===== config.mk =====
export PLATFORM = sky130hd
export DESIGN_NAME = uart2wb
export DESIGN_NICKNAME = d
export VERILOG_FILES = /design/src/rtl/uart2wb.sv
export SDC_FILE = /design/constraint.sdc
export NUM_CORES = 1
export LEC_CHECK = 0
export BUFFER_PORTS_ARGS = -buffer_cell sky130_fd_sc_hd__buf_2
export CAP_MARGIN = 5
export CORE_UTILIZATION = 35
export DETAILED_ROUTE_END_ITERATION = 16
export PLACE_DENSITY = 0.55
export SLEW_MARGIN = 15
export SYNTH_ARGS = -nofsm -noshare
export SYNTH_HDL_FRONTEND = slang
export SYNTH_SLANG_ARGS = --single-unit
export TNS_END_PERCENT = 50

===== constraint.sdc =====
create_clock -name clock -period 6.5 [get_ports clock]
set_clock_uncertainty 0.05 [all_clocks]
set_input_delay 0 -clock clock [delete_from_list [all_inputs] [get_ports clock]]
set_output_delay 0 -clock clock [all_outputs]
set_load 0.05 [all_outputs]

===== src/rtl/uart2wb.sv =====
// uart2wb: UART command packets in, one Wishbone master cycle per packet, response bytes out
module uart2wb #(
    parameter int addr_width   = 32,
    parameter int data_width   = 32,
    parameter int strobe_width = data_width / 8,
    parameter int clk_per_bit  = 217,
    parameter int byte_timeout = 65535,
    parameter int wb_timeout   = 255
) (
    input  logic                    clock,
    input  logic                    reset,
    input  logic                    uart_rx,
    output logic                    uart_tx,
    output logic [addr_width-1:0]   wb_adr,
    output logic [data_width-1:0]   wb_datwr,
    input  logic [data_width-1:0]   wb_datrd,
    output logic                    wb_we,
    output logic [strobe_width-1:0] wb_sel,
    output logic                    wb_stb,
    output logic                    wb_cyc,
    input  logic                    wb_ack
);
    localparam int AB  = (addr_width + 7) / 8;
    localparam int DB  = data_width / 8;
    localparam int SB  = (strobe_width + 7) / 8;
    localparam int AW8 = AB * 8;
    localparam int SW8 = SB * 8;
    localparam int CW  = $clog2(clk_per_bit + 1);
    localparam int BW  = $clog2(byte_timeout + 1);
    localparam int WW  = $clog2(wb_timeout + 1);
    localparam logic [CW-1:0] HALF   = CW'(clk_per_bit / 2);
    localparam logic [CW-1:0] FULL   = CW'(clk_per_bit - 1);
    localparam logic [BW-1:0] BT     = BW'(byte_timeout);
    localparam logic [WW-1:0] WT     = WW'(wb_timeout);
    localparam logic [7:0]    A_LAST = 8'(AB - 1);
    localparam logic [7:0]    D_LAST = 8'(DB - 1);
    localparam logic [7:0]    S_LAST = 8'(SB - 1);

    typedef enum logic [2:0] {IDLE, RX_ADDR, RX_DATA, RX_SEL, WB_REQ, TX_RESP} state_t;

    state_t                  state;
    logic                    rx_s1, rx_s2, rx_busy, byte_valid;
    logic [CW-1:0]           rx_cnt, tx_cnt;
    logic [3:0]              rx_bit, tx_bit;
    logic [7:0]              rx_byte, tx_byte;
    logic [8:0]              tx_sh;
    logic                    tx_busy, tx_load, byte_done;
    logic                    we_l, last, start_bus;
    logic [7:0]              fcnt;
    logic [BW-1:0]           bto;
    logic [WW-1:0]           wto;
    logic [addr_width-1:0]   adr_r, adr_nx;
    logic [data_width-1:0]   dat_r, dat_nx, resp;
    logic [strobe_width-1:0] sel_r, sel_nx;

    // field assembly (bytes beyond the field width fall off) and end-of-field decode
    always_comb begin
        adr_nx    = adr_r | addr_width'(AW8'(rx_byte) << {fcnt, 3'b0});
        dat_nx    = dat_r | (data_width'(rx_byte) << {fcnt, 3'b0});
        sel_nx    = sel_r | strobe_width'(SW8'(rx_byte) << {fcnt, 3'b0});
        last      = fcnt == (state == RX_ADDR ? A_LAST : state == RX_DATA ? D_LAST : S_LAST);
        start_bus = byte_valid && last && ((state == RX_ADDR && !we_l) || state == RX_SEL);
        byte_done = tx_busy && tx_bit == 4'd9 && tx_cnt == '0;
    end

    // receiver: synchronize, find start on low level, sample mid-bit, flag byte at stop sample
    always_ff @(posedge clock or posedge reset)
        if (reset) begin
            rx_s1      <= 1'b1;
            rx_s2      <= 1'b1;
            rx_busy    <= 1'b0;
            rx_cnt     <= '0;
            rx_bit     <= '0;
            rx_byte    <= '0;
            byte_valid <= 1'b0;
        end else begin
            rx_s1      <= uart_rx;
            rx_s2      <= rx_s1;
            byte_valid <= 1'b0;
            if (!rx_busy) begin
                if (!rx_s2) begin
                    rx_busy <= 1'b1;
                    rx_cnt  <= HALF;
                    rx_bit  <= '0;
                end
            end else if (rx_cnt != '0)
                rx_cnt <= rx_cnt - 1'b1;
            else begin
                rx_cnt <= FULL;
                rx_bit <= rx_bit + 4'd1;
                if (rx_bit == 4'd9) begin
                    rx_busy    <= 1'b0;
                    byte_valid <= 1'b1;
                end else if (rx_bit != 4'd0)
                    rx_byte <= {rx_s2, rx_byte[7:1]};
            end
        end

    // transmitter: start, 8 data bits LSB first, stop; byte_done marks the last stop clock
    always_ff @(posedge clock or posedge reset)
        if (reset) begin
            uart_tx <= 1'b1;
            tx_busy <= 1'b0;
            tx_cnt  <= '0;
            tx_bit  <= '0;
            tx_sh   <= '1;
        end else if (tx_load) begin
            uart_tx <= 1'b0;
            tx_busy <= 1'b1;
            tx_cnt  <= FULL;
            tx_bit  <= '0;
            tx_sh   <= {1'b1, tx_byte};
        end else if (tx_busy) begin
            if (tx_cnt != '0)
                tx_cnt <= tx_cnt - 1'b1;
            else if (tx_bit == 4'd9)
                tx_busy <= 1'b0;
            else begin
                uart_tx <= tx_sh[0];
                tx_sh   <= {1'b1, tx_sh[8:1]};
                tx_cnt  <= FULL;
                tx_bit  <= tx_bit + 4'd1;
            end
        end

    // packet FSM: collect fields, run the bus cycle, queue the response bytes
    always_ff @(posedge clock or posedge reset)
        if (reset) begin
            state    <= IDLE;
            we_l     <= 1'b0;
            adr_r    <= '0;
            dat_r    <= '0;
            sel_r    <= '0;
            fcnt     <= '0;
            bto      <= '0;
            wto      <= '0;
            resp     <= '0;
            tx_load  <= 1'b0;
            tx_byte  <= '0;
            wb_cyc   <= 1'b0;
            wb_stb   <= 1'b0;
            wb_we    <= 1'b0;
            wb_adr   <= '0;
            wb_datwr <= '0;
            wb_sel   <= '0;
        end else begin
            tx_load <= 1'b0;
            case (state)
                IDLE:
                    if (byte_valid && rx_byte[7:1] == 7'd0) begin
                        we_l  <= rx_byte[0];
                        adr_r <= '0;
                        dat_r <= '0;
                        sel_r <= '0;
                        fcnt  <= '0;
                        bto   <= '0;
                        state <= RX_ADDR;
                    end
                RX_ADDR, RX_DATA, RX_SEL: begin
                    if (byte_valid) begin
                        bto   <= '0;
                        fcnt  <= last ? 8'd0 : fcnt + 8'd1;
                        adr_r <= state == RX_ADDR ? adr_nx : adr_r;
                        dat_r <= state == RX_DATA ? dat_nx : dat_r;
                        sel_r <= state == RX_SEL ? sel_nx : sel_r;
                        if (last)
                            state <= state == RX_ADDR ? (we_l ? RX_DATA : WB_REQ) : state == RX_DATA ? RX_SEL : WB_REQ;
                    end else if (bto == BT)
                        state <= IDLE;
                    else
                        bto <= bto + 1'b1;
                    if (start_bus) begin
                        wb_cyc   <= 1'b1;
                        wb_stb   <= 1'b1;
                        wb_we    <= we_l;
                        wb_adr   <= state == RX_ADDR ? adr_nx : adr_r;
                        wb_sel   <= we_l ? sel_nx : '1;
                        wb_datwr <= we_l ? dat_r : '0;
                        wto      <= '0;
                    end
                end
                WB_REQ:
                    if (wb_ack || wto == WT) begin
                        wb_cyc  <= 1'b0;
                        wb_stb  <= 1'b0;
                        state   <= TX_RESP;
                        tx_load <= 1'b1;
                        tx_byte <= !wb_ack ? 8'h00 : wb_we ? 8'h01 : wb_datrd[7:0];
                        resp    <= wb_ack && !wb_we ? wb_datrd >> 8 : '0;
                        fcnt    <= wb_we ? 8'd0 : D_LAST;
                    end else
                        wto <= wto + 1'b1;
                TX_RESP:
                    if (byte_done) begin
                        if (fcnt == 8'd0)
                            state <= IDLE;
                        else begin
                            tx_load <= 1'b1;
                            tx_byte <= resp[7:0];
                            resp    <= resp >> 8;
                            fcnt    <= fcnt - 8'd1;
                        end
                    end
                default: state <= IDLE;
            endcase
        end
endmodule


==> results by group, run 1 <==
Detailed routing
  • WL/cell: 15.32 um
  • Vias: 8947
  • Total wire length: roughly 27 mm
  • Detailed-router iteration count before antenna repair: 5
  • Post-DRT Antenna Nets: 0
  • # DRC: 0
  • Initial DRC Count: 626
  • Routed vias/inst: 4.996

Synthesis
  • Post-synthesis sequential area ratio: 0.5505
  • Post-Syn Nets: 1264
  • Cell Area, Synth: 11520 sq um
  • Syn avg cell area: 9.485 sq um
  • Yosys reg bits: 253
  • EDFF count, synth: 0
  • Ys flop type: dfrtp_1
  • Largest family of logic cells by synthesized area: simple AND/OR/NAND/NOR gates
  • Cells after synthesis: around 1200
  • Complex-gate fraction of the synthesized area: 0.1640
  • Post-synth cell types: 71
  • Adder-cell share of the synthesized area: 0.01411
  • Synthesis warning total: 0
  • Synth Area in XOR/XNOR: 0.01672
  • Post-synthesis mux area share: 0.01943
  • Asr flop ratio synth: 1.000
  • Post-Synth Simple-Gate Area: 0.1975

Run status
  • Outcome: complete, no violations

Floorplanning
  • Row cnt: 66
  • DIE AREA: 33660 sq um
  • Initial Util: 0.3551
  • Die height: 183.5 um
  • I/O pins: 108
  • Core Area: 32450 sq um
  • Die X: between 150 and 200 um

Finish
  • Final net count: 1376
  • Area Growth Syn to Fin: 18.64%
  • Commonest non-fill, non-tap cell in the layout: nand2_1
  • Commonest cells after routing, fill and taps aside: nand2_1, dfrtp_1, o21ai_0, buf_2, nor2_1
  • Layout cell share with drive strength beyond 1: 0.1579
  • Util after Layout: 0.4213
  • Diodes inserted: 0

Setup path
  • Kind of critical path: reg2reg
  • Critical Path AT: 3.62 ns
  • Startpoint Class: register
  • Endpoint type of the worst setup path: register
  • Crit-path max FO: 49
  • CP required: 6.90 ns

Global routing
  • Met3 GRT Util: 0.02139
  • Met1 track demand over resource: 0.2299
  • Initial antenna violation count: 0
  • Tot GR Track Use: 0.1633
  • Largest net degree at the start of global routing: 136
  • Global route total overflow: 0
  • Vias in the first global route: 8737
  • Busiest grt layer: met2
  • First-pass GRT wire length: around 45 mm
  • Met2 usage: 0.2629

STA
  • RSZ-0062 raised after global routing: false
  • Fmax: 0.3110 GHz
  • Final hold slack: 0.05719 ns
  • Final setup fails: 0
  • Min cycle time layout: 3.215 ns
  • Rel. slew slack: 0.3469
  • Final Hold Fails: 0
  • Slew at the pin with the worst max-slew slack: 0.9761 ns
  • Fin crit share: 0.4946
  • Setup ws final: 3.285 ns
  • Setup TNS: 0 ns
  • Max Transition Viols Final: 0

Placed design
  • DP HPWL: 18.00 mm
  • GP Congestion: between 0.8 and 0.9
  • DP Worst Slack: 3.309 ns
  • Port bufs: 107

Clock network
  • Clock Sinks: ~250
  • Cts hold-fix bufs: 36
  • Clock H-tree levels: 1
  • TritonCTS Buffers: 28
  • CTS Buffer Depth: 3
  • Latest clock arrival within the worst-skew pair: between 0.5 and 0.6 ns
  • Clock-pin slew on the worst setup and hold paths: 0.06 ns
  • Post-CTS Setup Bufs: 0
  • Clock root cell: clkbuf_16
  • CTS tree: built
  • Cells resized by post-CTS repair: 0

Run
  • Max Cap Viol: 0

Power and ir drop
  • Power Dens Cells: between 300 and 400 nW/um^2
  • VDD IR-drop max: 0.1939 mV
  • Static Leak: approximately 6 nW
  • Total power draw: between 4 and 5 mW

Worst hold path
  • Path category of the worst min-delay check: in2reg
layout make-up:
class                   count  area [sq um]
clock buffers              35         757.0
clock inverters            17         209.0
fillers                  3207         18780
inverters                  17         67.56
multi-input cells         874          4758
flip-flops and latches    253          6345
well taps                 442         553.0
repair buffers            153         983.4
state kept, by name (all words and copies together) (netlist names), 8 cells and up:
signal,cells
adr_r,32
bto,16
dat_r,32
fcnt,8
resp,24
rx_byte,8
rx_cnt,8
tx_byte,8
tx_cnt,8
tx_sh,8
wb_adr,32
wb_datwr,32
wto,8
critical path, cell delays in order, from the launching register on:
cell      delay, ns
dfrtp_1        0.41
inv_1          0.09
ha_1           0.17
or3b_2         0.50
nor4_1         0.51
nand2b_1       0.24
nand3_2        0.24
inv_2          0.64
nor2_1         0.10
a31oi_1        0.16
power by group:
| part | internal [mW] | switching [mW] |
|---|---|---|
| Combinational | 0.362 | 0.609 |
| Sequential | 1.79 | 0.212 |
| Clock | 0.988 | 0.655 |
stage by stage:
| stage | cells | cell area, sq um |
|---|---|---|
| 2_1_floorplan | 1215 | 11530 |
| 3_3_place_gp | 1703 | 12340 |
| 3_5_place_dp | 1703 | 12340 |
| 4_1_cts | 1791 | 13670 |
| 5_1_grt | 1791 | 13670 |
| 6_report | 1791 | 13670 |
Yosys cell counts, drive strengths merged, types with 2 or more instances:
library cell / number / area (sq um)
nand2: 243 / 912.1
dfrtp: 242 / 6056
o21ai: 172 / 868.3
nor2: 90 / 340.3
a21oi: 63 / 319.1
clkbuf: 49 / 217.7
nand3: 47 / 240.2
a31oi: 30 / 187.7
buf: 22 / 152.6
nor3: 21 / 121.4
a22o: 18 / 157.7
xor2: 18 / 157.7
inv: 17 / 63.81
nand4: 17 / 112.6
and2: 15 / 93.84
ha: 13 / 162.7
nand2b: 13 / 81.33
or3: 12 / 76.33
dfstp: 11 / 289.0
mux2: 11 / 123.9
mux2i: 10 / 100.1
and3: 7 / 43.79
o211ai: 6 / 45.04
nor2b: 5 / 31.28
nor4: 5 / 31.28
nor4b: 5 / 80.08
o31ai: 5 / 37.54
or4: 5 / 45.04
o21a: 4 / 30.03
xnor2: 4 / 35.03
a211oi: 3 / 22.52
a32o: 3 / 30.03
or2: 3 / 18.77
a21o: 2 / 15.01
a221o: 2 / 20.02
a311oi: 2 / 17.52
nand3b: 2 / 15.01
nor3b: 2 / 15.01
o21ba: 2 / 20.02
o22ai: 2 / 26.28
o32a: 2 / 20.02
cells by family (layout without fill, tap and decap cells):
group,after synthesis,count (layout)
fa+ha+maj,13,13
flops,253,253
mux,21,21
buf+inv,88,222
simple gates,494,494
xor+xnor,22,22
compound gates,324,324
worst paths after layout:
check / to / from / slack (ns) / depth (start not counted)
setup / recovery: resp[5] / tx_cnt[0] / 3.28 / 9
hold reg to reg: rx_s2 / rx_s1 / 0.31 / 0
setup reg to reg: resp[5] / tx_cnt[0] / 3.28 / 9
max in group asynchronous: fcnt[6] / reset / 4.29 / 6
min in group asynchronous: wb_adr[22] / reset / 0.43 / 4
hold / removal: rx_s1 / uart_rx / 0.06 / 2
per-layer routing:
layer  wire length, um  up-vias  share of wire
li1                  -     4451              -
met1             13400     4321           0.49
met2             12550      138           0.46
met3               967       37          0.035
met4               529        0          0.019
met5                 0        -              0
No activity file was read; power rests on OpenSTA's default activity.
==> inputs of run 2 (changes only) <==
PLACE_DENSITY = 0.53   (was 0.55)
clock period = 3.35 ns   (was 6.5 ns; I/O delays follow)
==> run 2 against run 1 <==
  * Largest power group unchanged
  * Largest cell class unchanged
  * Setup slack got worse by 2.7 ns
  * Clock power increased by 93%
  * Die area unchanged
  * Global-route usage increased by 0.44 points
  * Utilization increased by 0.39 points
  * Critical path type unchanged
  * Register-to-register slack got worse by 2.7 ns
==> results by group, run 2 (synthesis results as in run 1) <==
STA
  • Final hold slack: 0.06242 ns (+0.005236 ns)
  • Fmax: 0.3637 GHz (+17%)
  • Fin crit share: 0.8208 (+0.3261)
  • Final Hold Fails: 0 (unchanged)
  • Min cycle time layout: 2.750 ns (-0.4655 ns)
  • RSZ-0062 raised after global routing: false
  • Final setup fails: 0 (unchanged)
  • Max Transition Viols Final: 0 (unchanged)
  • Slew at the pin with the worst max-slew slack: 1.126 ns (+0.1494 ns)
  • Rel. slew slack: 0.2497 (-0.09721)

Clock network
  • CTS Buffer Depth: 3 (unchanged)
  • CTS tree: built
  • Cells resized by post-CTS repair: 0 (unchanged)
  • Clock root cell: clkbuf_16
  • Latest clock arrival within the worst-skew pair: 0.54 ns (about the same)
  • Clock H-tree levels: 1 (unchanged)
  • Clock-pin slew on the worst setup and hold paths: 0.06 ns (about the same)
  • Clock Sinks: 253 (unchanged)
  • Cts hold-fix bufs: 36 (unchanged)
  • TritonCTS Buffers: 28 (unchanged)
  • Post-CTS Setup Bufs: 0 (unchanged)

Floorplanning
  • Die height: 183.5 um (unchanged)
  • I/O pins: 108 (unchanged)
  • Core Area: 32450 sq um (unchanged)
  • Initial Util: 0.3551 (unchanged)
  • Row cnt: 66 (unchanged)
  • Die X: 183.5 um (unchanged)
  • DIE AREA: 33660 sq um (unchanged)

Setup path
  • Reg2Reg Depth: 10 (+1)
  • Crit-path max FO: 47 (-4.1%)
  • Endpoint type of the worst setup path: register
  • Kind of critical path: reg2reg
  • Startpoint Class: register
  • Critical Path AT: 3.15 ns (-0.47 ns)
  • CP required: 3.75 ns (-3.15 ns)

Finish
  • Diodes inserted: 0 (unchanged)
  • Area Growth Syn to Fin: 19.74%
  • Util after Layout: 0.4252 (+0.003894)
  • Commonest cells after routing, fill and taps aside: nand2_1, dfrtp_1, o21ai_0, buf_2, nor2_1
  • Final net count: 1387 (+0.80%)
  • Layout cell share with drive strength beyond 1: 0.1621 (+0.004228)
  • Commonest non-fill, non-tap cell in the layout: nand2_1

Detailed routing
  • Detailed-router iteration count before antenna repair: 7 (+2)
  • Total wire length: 27.88 mm (+1.6%)
  • Vias: 9000 (+0.59%)
  • Post-DRT Antenna Nets: 0 (unchanged)
  • Routed vias/inst: 5.003 (+0.15%)
  • # DRC: 0 (unchanged)
  • Initial DRC Count: 699 (+12%)
  • WL/cell: 15.50 um (+1.1%)

Run
  • Max Cap Viol: 0 (unchanged)

Power and ir drop
  • VDD IR-drop max: 0.3977 mV (+110%)
  • Power Dens Cells: 651.4 nW/um^2 (+93%)
  • Static Leak: 6.050 nW (+1.4%)

Run status
  • Outcome: complete, no violations

Worst hold path
  • Path category of the worst min-delay check: in2reg
  • Hold path depth: 2 (unchanged)

Placed design
  • GP Congestion: 0.7936 (-2.5%)
  • DP HPWL: 18.33 mm (+1.8%)
  • Port bufs: 107 (unchanged)

Global routing
  • Largest net degree at the start of global routing: 181 (+33%)
  • Initial antenna violation count: 0 (unchanged)
  • Tot GR Track Use: 0.1678 (+0.004444)
  • Global route total overflow: 0 (unchanged)
  • Met1 track demand over resource: 0.2455 (+0.01556)
  • Met3 GRT Util: 0.02595 (+0.004556)
  • Vias in the first global route: 8637 (-1.1%)
  • Busiest grt layer: met2
  • First-pass GRT wire length: 46.18 mm (+2.0%)
  • Met2 usage: 0.2602 (-0.002727)
==> run 2: routing by layer <==
layer	wire length, um	share of wire	up-vias
met4	394	0.014	0
met3	1103	0.040	37
met1	13670	0.49	4318
met2	12710	0.46	169
li1	-	-	4476
met5	0	0	-
==> run 2: final cells by class <==
class | count | area, sq um
multi-input cells | 874 | 4753
well taps | 442 | 553.0
clock buffers | 43 | 868.3
clock inverters | 6 | 83.83
repair buffers | 164 | 1129
inverters | 17 | 67.56
fillers | 3209 | 18650
flip-flops and latches | 253 | 6345
==> run 2: path summary, 6_finish.rpt <==
path / slack (ns) / start / to
setup / recovery: 0.60 / tx_cnt[0] / resp[2]
hold / removal: 0.06 / uart_rx / rx_s1
setup reg to reg: 0.60 / tx_cnt[0] / resp[2]
hold reg to reg: 0.30 / rx_s1 / rx_s2
max in group asynchronous: 2.18 / reset / adr_r[17]
min in group asynchronous: 0.15 / reset / wb_adr[19]
==> run 2: stage by stage <==
step / instance area [sq um] / power (mW) / cells / worst slack, ns / TNS, ns
detailed placement: 12490 / 5.854 / 1714 / 0.6085 / 0
floorplan: 11530 / 5.412 / 1215 / -0.02068 / -5.005
global route: 13800 / 9.532 / 1799 / 0.3689 / 0
finish: 13800 / 8.988 / 1799 / 0.6004 / 0
CTS: 13800 / 9.091 / 1799 / 0.5928 / 0
global placement: 12490 / 5.812 / 1714 / 0.7176 / 0
==> run 2: where the power goes <==
group          total, mW  leakage [nW]  internal [mW]  switching (mW)
sequential          3.90          3.36           3.48           0.418
combinational       1.92          2.21          0.743            1.18
clock               3.17         0.473           1.92            1.24
total               8.99          6.05           6.15            2.84
==> run 2: critical path, stage by stage, from the launching register on <==
cell	delay (ns)
dfrtp_1	0.41
inv_1	0.09
ha_1	0.18
or3b_2	0.50
nor4_1	0.36
nand2b_1	0.21
nand3_2	0.23
inv_2	0.18
buf_12	0.22
nor2_1	0.06
a31oi_1	0.15
==> inputs of run 3 (changes only) <==
PLACE_DENSITY = 0.55   (was 0.53)
clock period = 2.3 ns   (was 3.35 ns; I/O delays follow)
==> run 3 against run 2 <==
  * The run now ends with setup timing left
  * Combinational power grew 110%
  * Register-to-register slack lost 0.67 ns
  * Routed wire length grew 11%
  * Largest cell class unchanged
  * Count of clock-buffer cells in the layout shrank 7
==> results by group, run 3 (synthesis results as in run 1) <==
Global routing
  • Largest net degree at the start of global routing: 99 (-45%)
  • First-pass GRT wire length: 47.22 mm (+2.3%)
  • Tot GR Track Use: 0.1706 (+0.002797)
  • Vias in the first global route: 9093 (+5.3%)
  • Met2 usage: 0.2697 (+0.009545)
  • Met3 GRT Util: 0.02496 (-0.0009905)
  • Met1 track demand over resource: 0.2434 (-0.002114)
  • Initial antenna violation count: 0 (unchanged)
  • Busiest grt layer: met2
  • Global route total overflow: 0 (unchanged)

Floorplanning
  • Die height: 183.5 um (unchanged)
  • I/O pins: 108 (unchanged)
  • Core Area: 32450 sq um (unchanged)
  • Die X: 183.5 um (unchanged)
  • Row cnt: 66 (unchanged)
  • Initial Util: 0.3551 (unchanged)
  • DIE AREA: 33660 sq um (unchanged)

Power and ir drop
  • Switch share: 0.3090 (-0.007007)
  • Power Dens Cells: 920.9 nW/um^2 (+41%)
  • VDD IR-drop max: 0.6004 mV (+51%)
  • Switching pwr: 4.433 mW (+56%)
  • Cell-internal power: 9.914 mW (+61%)
  • Flop pwr share: 0.382 (-0.052)
  • Combinational power share: 0.286 (+0.072)
  • Static Leak: 6.907 nW (+14%)
  • Clk pwr share: 0.332 (-0.020)

Clock network
  • Latest clock arrival within the worst-skew pair: 0.56 ns (+0.02 ns)
  • TritonCTS Buffers: 27 (-3.6%)
  • Clock H-tree levels: 1 (unchanged)
  • Clock Sinks: 253 (unchanged)
  • CTS tree: built
  • Clock root cell: clkbuf_16
  • Clock-pin slew on the worst setup and hold paths: 0.06 ns (about the same)
  • CTS Buffer Depth: 3 (unchanged)

STA
  • Rel. slew slack: 0.4752 (+0.2255)
  • RSZ-0062 raised after global routing: true
  • Final hold slack: 0.04489 ns (-0.01754 ns)
  • Max Transition Viols Final: 0 (unchanged)
  • Slew at the pin with the worst max-slew slack: 0.7820 ns (-0.3436 ns)
  • Final Hold Fails: 0 (unchanged)
  • Min cycle time layout: 2.372 ns (-0.3779 ns)
  • Fin crit share: 1.031 (+0.2104)
  • Fmax: 0.4216 GHz (+16%)
  • Final setup fails: 27 (+27)
  • Setup ws final: -0.07165 ns (-0.6721 ns)

Worst hold path
  • Path category of the worst min-delay check: in2reg

Detailed routing
  • Detailed-router iteration count before antenna repair: 5 (-2)
  • Post-DRT Antenna Nets: 0 (unchanged)
  • Initial DRC Count: 730 (+4.4%)
  • # DRC: 0 (unchanged)
  • Routed vias/inst: 5.090 (+1.8%)
  • Total wire length: 31.00 mm (+11%)
  • WL/cell: 16.21 um (+4.6%)
  • Vias: 9733 (+8.1%)

Setup path
  • Startpoint Class: register
  • Crit-path max FO: 8 (-83%)
  • Crit path largest cell delay: 0.58 ns (+0.08 ns)
  • Critical-path top delay cell: or4_4
  • Critical Path AT: 2.75 ns (-0.40 ns)
  • Kind of critical path: reg2reg
  • Crit path cell chain: or4_4 > nor4_4 > buf_4 > nand2b_4 > buf_6 > nand3_4 > buf_4 > buf_6 > a22o_1
  • CP required: 2.68 ns (-1.07 ns)
  • Endpoint type of the worst setup path: register

Finish
  • Commonest non-fill, non-tap cell in the layout: dfrtp_1
  • Final net count: 1499 (+8.1%)
  • Diodes inserted: 0 (unchanged)
  • Layout cell share with drive strength beyond 1: 0.2925 (+0.1304)
  • Commonest cells after routing, fill and taps aside: dfrtp_1, nand2_1, buf_2, o21ai_0, buf_4
  • Area Growth Syn to Fin: 35.19%
  • Non-Filler Instances: 1912 (+6.3%)

Placed design
  • DP HPWL: 19.04 mm (+3.8%)
  • Inst Count DP: 1785 (+4.1%)
  • DP Worst Slack: -0.2114 ns (-0.8199 ns)
  • Port bufs: 107 (unchanged)
  • GP Congestion: 0.8068 (+1.7%)

Run status
  • Violated checks: setup timing
  • Outcome: finished, violations left

Run
  • Max Cap Viol: 0 (unchanged)
[run 3: cell types whose count changed in the layout (fill, tap and decap cells not counted), sizes merged]
cell | previous run | this run
buf | 128 | 227
inv | 17 | 16
bufinv | 2 | 5
clkinvlp | 1 | 2
clkinv | 3 | 7
clkbuf | 43 | 50
[run 3: worst paths after layout]
kind | start | endpoint | slack (ns) | depth (start not counted)
worst max register to register | tx_cnt[2] | resp[23] | -0.07 | 9
worst min-delay path | uart_rx | rx_s1 | 0.04 | 2
max in group asynchronous | reset | dat_r[20] | 0.80 | 5
worst min register to register | rx_s1 | rx_s2 | 0.30 | 0
worst max-delay path | tx_cnt[2] | resp[23] | -0.07 | 9
min in group asynchronous | reset | adr_r[29] | 0.55 | 4
[run 3: repair_timing]
item | in CTS | in global routing
resized for setup | 22 | 204
pin swaps | 2 | 38
setup buffers | 5 | 9
setup endpoints to repair | 120 | 161
cloned | 3 | 26
hold endpoints to repair | 278 | 0
hold buffers | 36 | 0
[run 3: routing by layer]
metal / vias up / wire [um] / part of all wire
li1: 4716 / - / -
met1: 4778 / 14610 / 0.47
met2: 183 / 14440 / 0.47
met3: 56 / 1282 / 0.041
met4: 0 / 669 / 0.022
met5: - / 0 / 0
[run 3: metrics by stage]
| stage | TNS, ns | power [mW] | util | instance area [sq um] |
|---|---|---|---|---|
| 2_1_floorplan | -261.61 | 7.883 | - | 11530 |
| 3_3_place_gp | -7.412 | 8.949 | 0.4008 | 13010 |
| 3_5_place_dp | -8.215 | 9.015 | 0.4008 | 13010 |
| 4_1_cts | -3.803 | 14.23 | 0.4486 | 14560 |
| 5_1_grt | -7.408 | 15.17 | 0.4801 | 15580 |
| 6_report | -1.217 | 14.35 | 0.4801 | 15580 |
[run 3: worst max-delay path, delay by kind of cell (launching register included)]
kind	cells	cell delay (ns)
AO/OA/AOI/OAI	1	0.22
buffers and inverters	4	0.52
flip-flops	1	0.38
AND/OR/NAND/NOR	4	1.08
[run 3: final cells by class]
| type | count | area, sq um |
|---|---|---|
| Multi-Input combinational cell | 874 | 5170 |
| Sequential cell | 253 | 6345 |
| Clock inverter | 13 | 207.7 |
| Tap cell | 442 | 553.0 |
| Clock buffer | 36 | 779.5 |
| Inverter | 17 | 72.57 |
| Timing Repair Buffer | 277 | 2452 |
| Fill cell | 3044 | 16870 |
[run 3: power groups by stage]
| stage | Combinational, mW | Sequential, mW | Clock (mW) |
|---|---|---|---|
| 6_report | 4.10 | 5.49 | 4.76 |
| 5_1_grt | 4.56 | 5.56 | 5.05 |
| 4_1_cts | 3.89 | 5.47 | 4.87 |
| 3_5_place_dp | 3.47 | 5.55 | 0 |
| 3_3_place_gp | 3.41 | 5.54 | 0 |
| 2_1_floorplan | 2.41 | 5.48 | 0 |
